**config.mk**
```make
export PLATFORM = sky130hd
export DESIGN_NAME = slave_reg
export DESIGN_NICKNAME = d
export VERILOG_FILES = /design/src/rtl/slave_reg.sv
export SDC_FILE = /design/constraint.sdc
export NUM_CORES = 1
export LEC_CHECK = 0
export CAP_MARGIN = 20
export CORE_MARGIN = 2
export CORE_UTILIZATION = 65
export CTS_CLUSTER_DIAMETER = 40
export CTS_CLUSTER_SIZE = 30
export DETAILED_ROUTE_END_ITERATION = 10
export PLACE_DENSITY_LB_ADDON = 0.08
export REMOVE_ABC_BUFFERS = 1
export SYNTH_ARGS = -nofsm -noshare
export SYNTH_HDL_FRONTEND = slang
export SYNTH_SLANG_ARGS = --single-unit
```
**constraint.sdc**
```tcl
create_clock -name clk -period 8.4 [get_ports clk]
set_input_delay 0.84 -clock clk [delete_from_list [all_inputs] [get_ports clk]]
set_output_delay 0.84 -clock clk [all_outputs]
set_load 0.01 [all_outputs]
```
**src/rtl/slave_reg.sv**
```systemverilog
// slave_reg: register-bank responder for the valid/ready bus.
//
// Decodes a 16-bit byte address into NUM_REGS 32-bit registers starting at BASE_ADDR.
// Writes are committed, and reads are answered, on the edge that enters the response
// state. WAIT_CYCLES wait states are inserted between acceptance and the one-cycle
// ready pulse.
//
// Optional feature macro: SLAVE_REG_ERR_EN
//   When defined, decode misses and illegal ops (both/neither of read/write) complete
//   with error=1, and read misses return 32'hBADADD00. Otherwise error is tied to 0,
//   read misses return 0 and illegal ops are ignored.
//
// Ports:
//   clk         rising-edge clock
//   reset_n     asynchronous active-low reset
//   valid       request pending
//   read/write  operation select, qualified by valid
//   addr        byte address
//   write_data  write payload
//   read_data   read response, held until the next read response
//   ready       one-cycle completion pulse
//   error       decode/illegal-op error, meaningful while ready=1
module slave_reg #(
  parameter int unsigned NUM_REGS    = 16,
  parameter logic [15:0] BASE_ADDR   = 16'h0010,
  parameter int unsigned WAIT_CYCLES = 1
) (
  input  logic        clk,
  input  logic        reset_n,
  input  logic        valid,
  input  logic        read,
  input  logic        write,
  input  logic [15:0] addr,
  input  logic [31:0] write_data,
  output logic [31:0] read_data,
  output logic        ready,
  output logic        error
);

  localparam int unsigned IdxW     = (NUM_REGS > 1) ? $clog2(NUM_REGS) : 1;
  localparam logic [3:0]  WaitInit = 4'(WAIT_CYCLES);
`ifdef SLAVE_REG_ERR_EN
  localparam logic [31:0] MissData = 32'hBADADD00;
`else
  localparam logic [31:0] MissData = 32'h0;
`endif

  typedef enum logic [1:0] {StIdle, StWait, StResp} state_e;

  state_e         state_q, state_d;
  logic [3:0]     cnt_q, cnt_d;
  logic [15:0]    addr_q;
  logic [31:0]    wdata_q;
  logic           wr_q;
  logic           hit_q;
  logic [31:0]    regs_q [NUM_REGS];

  logic           is_idle;
  logic           legal_op;
  logic           start;
  logic           cur_ill;
  logic [15:0]    live_off;
  logic           hit_live;
  logic [15:0]    cur_addr;
  logic [15:0]    cur_off;
  logic [IdxW-1:0] cur_idx;
  logic           cur_hit;
  logic           cur_wr;
  logic [31:0]    cur_wdata;
  logic           resp_enter;
  logic           we;
  logic           re;
  logic           err_d;

  assign is_idle  = (state_q == StIdle);
  assign legal_op = valid && (read ^ write);

  // Misses below BASE_ADDR are rejected explicitly so the 16-bit subtraction can't wrap
  // into the register window.
  assign live_off = addr - BASE_ADDR;
  assign hit_live = (addr[1:0] == 2'b00) && (addr >= BASE_ADDR) &&
                    ({16'h0, live_off} < (NUM_REGS * 4));

  // With zero wait states the response is entered on the acceptance edge itself, so the
  // live inputs are used there; otherwise the latched request is used.
  assign cur_addr  = is_idle ? addr       : addr_q;
  assign cur_hit   = is_idle ? hit_live   : hit_q;
  assign cur_wr    = is_idle ? write      : wr_q;
  assign cur_wdata = is_idle ? write_data : wdata_q;
  assign cur_off   = cur_addr - BASE_ADDR;
  assign cur_idx   = cur_off[IdxW+1:2];

`ifdef SLAVE_REG_ERR_EN
  logic ill_q;
  assign start   = valid;
  assign cur_ill = is_idle ? (valid && !legal_op) : ill_q;
`else
  assign start   = legal_op;
  assign cur_ill = 1'b0;
`endif

  always_comb begin
    state_d = state_q;
    cnt_d   = cnt_q;
    unique case (state_q)
      StIdle: begin
        if (start) begin
          if (WAIT_CYCLES == 0) begin
            state_d = StResp;
          end else begin
            state_d = StWait;
            cnt_d   = WaitInit;
          end
        end
      end
      StWait: begin
        if (!valid) begin
          state_d = StIdle;
          cnt_d   = 4'd0;
        end else if (cnt_q <= 4'd1) begin
          state_d = StResp;
          cnt_d   = 4'd0;
        end else begin
          cnt_d = cnt_q - 4'd1;
        end
      end
      StResp: state_d = StIdle;
      default: begin
        state_d = StIdle;
        cnt_d   = 4'd0;
      end
    endcase
  end

  assign resp_enter = (state_d == StResp) && (state_q != StResp);
  assign we         = resp_enter && cur_wr && cur_hit && !cur_ill;
  assign re         = resp_enter && !cur_wr && !cur_ill;
`ifdef SLAVE_REG_ERR_EN
  assign err_d      = resp_enter && (cur_ill || !cur_hit);
`else
  assign err_d      = 1'b0;
`endif

  always_ff @(posedge clk or negedge reset_n) begin
    if (!reset_n) begin
      state_q <= StIdle;
      cnt_q   <= 4'd0;
      addr_q  <= 16'h0;
      wdata_q <= 32'h0;
      wr_q    <= 1'b0;
      hit_q   <= 1'b0;
    end else begin
      state_q <= state_d;
      cnt_q   <= cnt_d;
      if (is_idle && start) begin
        addr_q  <= addr;
        wdata_q <= write_data;
        wr_q    <= write;
        hit_q   <= hit_live;
      end
    end
  end

`ifdef SLAVE_REG_ERR_EN
  always_ff @(posedge clk or negedge reset_n) begin
    if (!reset_n) begin
      ill_q <= 1'b0;
      error <= 1'b0;
    end else begin
      if (is_idle && start) ill_q <= !legal_op;
      error <= err_d;
    end
  end
`else
  assign error = err_d;
`endif

  always_ff @(posedge clk or negedge reset_n) begin
    if (!reset_n) begin
      read_data <= 32'h0;
      ready     <= 1'b0;
    end else begin
      ready <= resp_enter;
      if (re) read_data <= cur_hit ? regs_q[cur_idx] : MissData;
    end
  end

  always_ff @(posedge clk or negedge reset_n) begin
    if (!reset_n) begin
      for (int unsigned i = 0; i < NUM_REGS; i++) regs_q[i] <= 32'h0;
    end else if (we) begin
      regs_q[cur_idx] <= cur_wdata;
    end
  end

endmodule

```
### Word-level counts from Yosys, hierarchy flattened

Index checks and enable logic that the tools add are counted.

| word-level totals | value |
|---|---|
| input port bits | 53 |
| output and inout port bits | 34 |
| flip-flop bits (word level) | 591 |
| word-level logic and storage cells | 72 |

| operators by class | value |
|---|---|
| add/subtract/negate cells | 3 |
| bitwise operators | 3 |
| $lt $le $gt $ge | 5 |
| mux-type cells | 19 |
| reduce and logical (&&, ||, !) cells | 13 |
| equality and inequality tests | 5 |

Operators by type and width:

| kind | number |
|---|---|
| $bwmux W512 | 1 |
| $mux W32 | 5 |
| $bmux W32 S4 | 1 |
| $demux W32 S4 | 1 |
| $ge A16 B5 Y1 const B | 1 |
| $lt A16 B7 Y1 const B | 1 |
| $sub A16 B5 Y16 const B | 1 |
| $mux W4 | 3 |
| $pmux W4 S3 | 1 |
| $logic_and A1 B1 Y1 | 9 |
| $mux W2 | 3 |
| $mux W6 | 1 |
| $sub A6 B5 Y6 const B | 1 |
| $ge A5 B5 Y1 const B | 1 |
| $lt A5 B1 Y1 const B | 1 |
| $not A4 Y5 | 1 |
| $eq A2 B2 Y1 const B | 2 |
| $le A4 B1 Y1 const B | 1 |
| $logic_not A2 Y1 | 2 |
| $pmux W2 S2 | 1 |
| $sub A4 B1 Y4 const B | 1 |
| $eq A2 B1 Y1 const B | 1 |
| $mux W1 | 2 |
| $ne A2 B1 Y1 const B | 1 |
| other kinds (5) | 5 |

### Depth between registers and ports, before layout

Gate-level depths: netlist (run 1).

| depth | value |
|---|---|
| depth after elaboration | 9 |
| gate-level depth with buffers | 12 |
| depth with buffers taken out | 10 |

### Least setup slack after synthesis (run 1)

Ideal clock, no wire load.

| timing path | value |
|---|---|
| path type | input port to flip-flop |
| start | input addr[4] |
| end | register read_data[24] |
| data arrival time | 3.324 ns |
| required time | 8.322 ns |
| path buffers | 2 |
| path slack | 4.998 ns |
| stages | 10 |
| library setup time | 0.078 ns |
| path through | or3b_1 > nand2_1 > clkbuf_1 > ha_1 > clkbuf_1 > a2111oi_1 > o221ai_1 > o2111ai_1 > a2111oi_1 > o21ai_1 |

| between the ends | value |
|---|---|
| word-level cells in the longest chain between the ends | 7 |
| elaborated cells on any way between the ends | 13 |
| those cells by class | add/sub: 2; order compare: 2; mux: 6; bitwise: 1; reduce/logical: 2 |

RTL lines:

| element | RTL line | source |
|---|---|---|
| start, declared | 33 | `input logic [15:0] addr,` |
| parallel branches: the longest is 6 deep, another holds $sub A16 B5 Y16 | -- |  |
| $mux W32 (*) | 184 | `if (re) read_data <= cur_hit ? regs_q[cur_idx] : MissData;` |
| end signal, assigned | 184 |  |
| end, declared | 35 | `output logic [31:0] read_data,` |

Every way passes the cells marked *. The select of a mux whose other input is x is not followed.
A chain may end at the register's enable or synchronous reset.

### Final worst setup path (run 1)

| timing path | value |
|---|---|
| start | input addr[4] |
| end | register read_data[18] |

The elaborated chain is that of the path after synthesis.

==> reports/qor.csv, run 1 <==
metric;value;unit
outcome;completed;
cts_max_path_buffers;3;
rows;72;
final_core_util;0.758;
slowest_stage;a2111oi_1;
slew_headroom;0.269;
cts_tree;yes;
cap_violations;0;
port_buffers;85;
grtUsageTotal;0.367;
clock.fmax;193;MHz
start_util;0.659;
dp.cells;3096;
yosysUniqueCellTypes;61;
gr-total-overflow;0;
drtAntennaViolNets;0;
post_cts_buffers;0;
cts.sinks;589;
fin_crit;5190;ps
maxSlewViolCount;0;
grt_max_degree;166;
path_cells;clkdlybuf4s50_1 > or3b_1 > nand2_1 > buf_4 > ha_1 > buf_4 > clkinv_1 > a2111oi_1 > o221ai_1 > o2111ai_1 > a2111oi_1 > o21ai_1;
critPathLaunchType;input port;
viasPerCell;6.60;
drt_first_iter_violations;2441;
power_density;275;nW/um^2
critPathKind;input port to flop;
grt_antenna_before_repair;2;
synth_edf_count;0;
wl_per_cell;22.5;um
fin_crit_sh;0.618;
hold_viol;0;
hold_class;input port to async pin;
path_clk_slew;60;ps
cp.arrival;5680;ps
fin_nets;2728;
fin_worst_skew;19.3;ps
cp.required;8890;ps
cts_inserted_buffers;74;
timing.final.setup_violations;0;
synthArstFlopShare;1.00;
htree_levels;3;
reg2reg_from;state_q[0];
insertion_delay;600;ps
yosys_warnings;0;
dr.pass1.iters;6;
io_pins;87;
worst_pin_slew;1090;ps
cts_resized;0;
rr_worst_depth;11;
vias;21400;
fin_tns_setup;0;ps
grt_pass1_wl;117000;um
totalWireLength;73100;um
die_y;202;um
path_max_fanout;20;
synthCells;2659;
cts-root-buf;clkbuf_16;
nFillCells;2615;
rsz0062_at_grt;false;
total_power;8070;uW
regArea;14700;sq um
multi_input_area;9800;sq um
drc;0;
cts_hold_buf;0;
first_global_vias;21100;
power_leakage;0.0129;uW
ir_drop;0.235;mV
synth.avg_cell_area;9.58;sq um
dp_hpwl;39400;um
synth-main-ff-cell;dfrtp_1;
antenna_cells;0;
synth_seq_cells;589;
syn2layout_area_growth;15.0;%
ys_seq_area_frac;0.578;
crit_path_end_kind;flop;
final_cells;3246;
synth_area;25500;sq um
critPathMaxStageDelay;930;ps
fp.dieArea;40800;sq um
rrSetupSlack;3230;ps
core_region_area;38600;sq um
gp_congestion;0.903;
fp.dieW;202;um
layout-drive-gt1-share;0.101;
r2r_end;read_data[18];
worst max-delay path: cells and delay by family:
kind,cells,cell delay [ps]
AO/OA/AOI/OAI,5,1710
adder cells (fa/ha/maj),1,180
buffers and inverters,4,1740
AND/OR/NAND/NOR,2,1190
power breakdown:
group | internal (uW) | switching (uW) | total (uW)
Sequential | 2920 | 69.7 | 2990
Clock | 1950 | 1300 | 3250
Combinational | 541 | 1290 | 1830
cell usage after synthesis, types with 7 or more instances:
cell / number / area [sq um]
buf_2: 61 / 305
nand3_1: 26 / 130
nand4b_1: 11 / 96.3
mux2_2: 37 / 417
buf_1: 12 / 45.0
a2111oi_0: 17 / 149
dfrtp_1: 589 / 14700
nor2_1: 151 / 567
a311oi_1: 17 / 149
nand4_1: 16 / 100
a21oi_1: 147 / 736
clkbuf_1: 150 / 563
o221ai_1: 92 / 806
a32oi_1: 8 / 70.1
a31oi_1: 63 / 394
o22ai_1: 64 / 400
o21ai_1: 142 / 711
inv_1: 7 / 26.3
o21ai_0: 279 / 1400
a211oi_1: 15 / 113
mux2i_1: 41 / 410
buf_4: 9 / 67.6
and3_1: 16 / 100
nand2_1: 614 / 2300
stage by stage:
stage / setup slack (ps) / area, sq um / hold slack [ps]
after CTS: 3400 / 29200 / 296
final: 3210 / 29300 / 273
after global routing: 3150 / 29300 / 340
after global placement: 3140 / 26600 / 455
after detailed placement: 2920 / 26600 / 463
after floorplan: 242 / 24500 / 442
placed cells by master, fill, tap and decap left out, types with 6 or more instances in the layout:
master,count
bufinv_16,6
dfrtp_1,589
a2111oi_1,6
clkinvlp_4,11
a32oi_1,8
a311oi_1,17
mux2i_1,41
mux2_2,37
o21ai_1,143
clkdlybuf4s50_1,84
buf_4,78
ha_1,6
o22ai_1,64
clkbuf_8,7
clkbuf_16,77
nand4b_1,11
clkinv_2,7
o21ai_0,278
o221ai_1,92
a2111oi_0,17
nand3_1,25
inv_1,7
and3_1,16
nand4_1,16
nor2_1,150
a21oi_1,147
a211oi_1,15
nand2_1,613
clkinv_4,12
a31oi_1,61
inv_6,9
area by class of cell:
class                           count  share of cell area
Clock buffer                       86              0.0693
Clock inverter                     49              0.0180
Inverter                           10             0.00128
Multi-Input combinational cell   1827               0.334
Sequential cell                   589               0.503
Tap cell                          518              0.0221
Timing Repair Buffer              167              0.0522
worst max-delay path by stage:
stage	from	to	slack (ps)	cells past startpoint
after global placement	addr[4]	read_data[18]	3140	12
final	addr[4]	read_data[18]	3210	12
after global routing	addr[4]	read_data[18]	3150	12
after floorplan	state_q[0]	regs_q[159]	240	5
after CTS	addr[4]	read_data[18]	3400	12
after detailed placement	addr[4]	read_data[18]	2920	12
flip-flops by register name, indices dropped and copies added (netlist names):
signal     count
wdata_q       32
state_q        2
regs_q       512
addr_q         4
ready          1
cnt_q          4
read_data     32
hit_q          1
wr_q           1
cell families after synthesis:
logic type / count (synthesis) / synth area share
AOI/OAI and AO/OA: 872 / 0.204
xor gates and xnor gates: 2 / 0.000688
adders and majority gates: 6 / 0.00295
buffers and inverters: 243 / 0.0404
DFF: 589 / 0.578
muxes: 78 / 0.0325
other: 1 / 0.000147
and+or+nand+nor: 868 / 0.141
per-layer routing:
metal	track usage	vias to the layer above	wire, um	part of all wire
li1	-	9477	-	-
met2	0.581	1144	34200	0.47
met4	0.155	0	2630	0.036
met3	0.0721	210	6730	0.092
met1	0.502	10600	29500	0.40
met5	0	-	0	0
No activity file was read; power rests on OpenSTA's default activity.
==> run 2: changes to the inputs <==
--- a/config.mk
+++ b/config.mk
@@ -7,7 +7,7 @@
 export LEC_CHECK = 0
 export CAP_MARGIN = 20
 export CORE_MARGIN = 2
-export CORE_UTILIZATION = 65
+export CORE_UTILIZATION = 61
 export CTS_CLUSTER_DIAMETER = 40
 export CTS_CLUSTER_SIZE = 30
 export DETAILED_ROUTE_END_ITERATION = 10
==> constraint.sdc (replaced) <==
create_clock -name clk -period 5.1 [get_ports clk]
set_input_delay 0.51 -clock clk [delete_from_list [all_inputs] [get_ports clk]]
set_output_delay 0.51 -clock clk [all_outputs]
set_load 0.01 [all_outputs]
==> reports/qor.csv, run 2 (synthesis gave the netlist of run 1 again) <==
metric;value;unit;change
dp_hpwl;43100;um;+9.4%
critPathKind;flop to flop;;
totalWireLength;73700;um;+0.87%
crit_path_end_kind;flop;;
fin_crit_sh;0.868;;
mostFrequentLayoutCells;nand2_1 (612), dfrtp_1 (589), o21ai_0 (278), nor2_1 (150), a21oi_1 (147);;
wl_per_cell;22.5;um;-0.18%
rsz0062_at_grt;false;;
power_density;460;nW/um^2;+67%
postLayoutCellArea;29600;sq um;+1.0%
clock.fmax;226;MHz;
nFillCells;3001;;+15%
grt_antenna_before_repair;0;;-2
cts_inserted_buffers;76;;+2.7%
first_global_vias;20900;;-1.1%
drt_first_iter_violations;2259;;-7.5%
fin_crit;4430;ps;
crit_top_cell;a2111oi_1;;
dr.pass1.iters;6;;unchanged
critPathMaxStageDelay;1000;ps;+70 ps
maxSlewViolCount;0;;unchanged
htree_levels;3;;unchanged
grt_pass1_wl;117000;um;+0.75%
timing.final.setup_violations;0;;unchanged
grtUsageMet1;0.489;;-0.0129
outcome;completed;;
cp.required;5630;ps;-3260 ps
final_core_util;0.722;;-0.0366
critPathLaunchType;flop;;
io_pins;87;;unchanged
layout.cells.most_common;nand2_1;;
cts-root-buf;clkbuf_16;;
layout-drive-gt1-share;0.107;;+0.00545
grtUsageTotal;0.347;;-0.0204
setup_ws;674;ps;-2540 ps
cts_resized;0;;unchanged
port_buffers;85;;unchanged
path_max_fanout;20;;unchanged
fp.dieW;208;um;+3.2%
antenna_cells;0;;unchanged
cts.sinks;589;;unchanged
die_y;208;um;+3.2%
rows;74;;+2.8%
cap_violations;0;;unchanged
dp_slack;942;ps;-1980 ps
slew_headroom;0.236;;-0.0330
core_region_area;41000;sq um;+6.1%
cts_tree;yes;;
grt_max_degree;176;;+6.0%
fin_worst_skew;22.6;ps;+3.30 ps
fin_tns_setup;0;ps;unchanged
met3_usage;0.0709;;-0.00113
placed_area;26900;sq um;+0.92%
fin_nets;2745;;+0.62%
gr-total-overflow;0;;unchanged
path_cells;or2_1 > mux2i_1 > ha_1 > buf_4 > clkinv_1 > a2111oi_1 > o221ai_1 > o2111ai_1 > a2111oi_1 > o21ai_1;;
syn2layout_area_growth;16.2;%;
power_leakage;0.0130;uW;+1.0%
start_util;0.621;;-0.0381
slowest_stage;a2111oi_1;;
hold_class;input port to async pin;;
reg_top3;regs_q (512), read_data (32), wdata_q (32);;
worst_pin_slew;1150;ps;+52.2 ps
fp.dieArea;43400;sq um;+6.4%
drtAntennaViolNets;0;;unchanged
path_clk_slew;60;ps;about the same
vias;21200;;-1.3%
viasPerCell;6.45;;-2.3%
top_register;regs_q;;
drc;0;;unchanged
ir_drop;0.333;mV;+42%
cp.arrival;4950;ps;-730 ps
insertion_delay;630;ps;+30 ps
hold_viol;0;;unchanged
cts_max_path_buffers;3;;unchanged
busiest_layer;met2;;
gp_congestion;0.915;;+1.3%
gr-usage-met2;0.539;;-0.0428
largest_register_ffs;512;;unchanged
[run 2: cell count changes in the layout (fill, tap and decap cells not counted), sizes merged]
cell,delta
buf,+14
bufinv,+2
clkbuf,-1
clkinv,-2
clkinvlp,-1
dlygate4sd3,+1
inv,+7
[run 2: cell type report]
class | count | area, sq um | area share
Sequential cell | 589 | 14700 | 0.498
Multi-Input combinational cell | 1827 | 9800 | 0.331
Clock buffer | 85 | 1980 | 0.0667
Timing Repair Buffer | 182 | 1700 | 0.0574
Clock inverter | 55 | 687 | 0.0232
Tap cell | 532 | 666 | 0.0225
Inverter | 10 | 37.5 | 0.00127
[run 2: repair_timing]
action	in CTS	in global routing
hold buffers	1	0
buffers inserted	0	0
hold endpoints to repair	74	0
[run 2: final timing paths]
kind / from / cells past startpoint / slack, ps / endpoint
max in group asynchronous: reset_n / 3 / 3190 / regs_q[383]
worst max-delay path: state_q[1] / 10 / 670 / read_data[16]
worst min register to register: regs_q[311] / 2 / 480 / regs_q[311]
min in group clk: regs_q[311] / 2 / 480 / regs_q[311]
worst min-delay path: reset_n / 2 / 480 / wdata_q[28]
worst max register to register: state_q[1] / 10 / 670 / read_data[16]
[run 2: power by group]
group	internal (uW)	switching, uW
registers	4810	108
clock network	3300	2270
logic	936	2190
[run 2: per-layer routing]
layer,wire (um),share of wire
met1,31200,0.42
met3,6230,0.084
met5,0,0
met4,2210,0.030
met2,34100,0.46
[run 2: worst max-delay path: cells and delay by family, from the launching register on]
kind            cells  cell delay (ps)
buf+inv             2              810
fa+ha+maj           1              180
flops               1              750
simple gates        1              460
compound gates      5             1760
mux                 1              350
[run 2: per-stage QoR]
step | hold slack (ps) | total power, uW | std cells
final | 477 | 13600 | 3280
after global routing | 500 | 14100 | 3280
after CTS | 481 | 13600 | 3271
after detailed placement | 464 | 8010 | 3130
after global placement | 453 | 7940 | 3124
after floorplan | 214 | 6720 | 2426
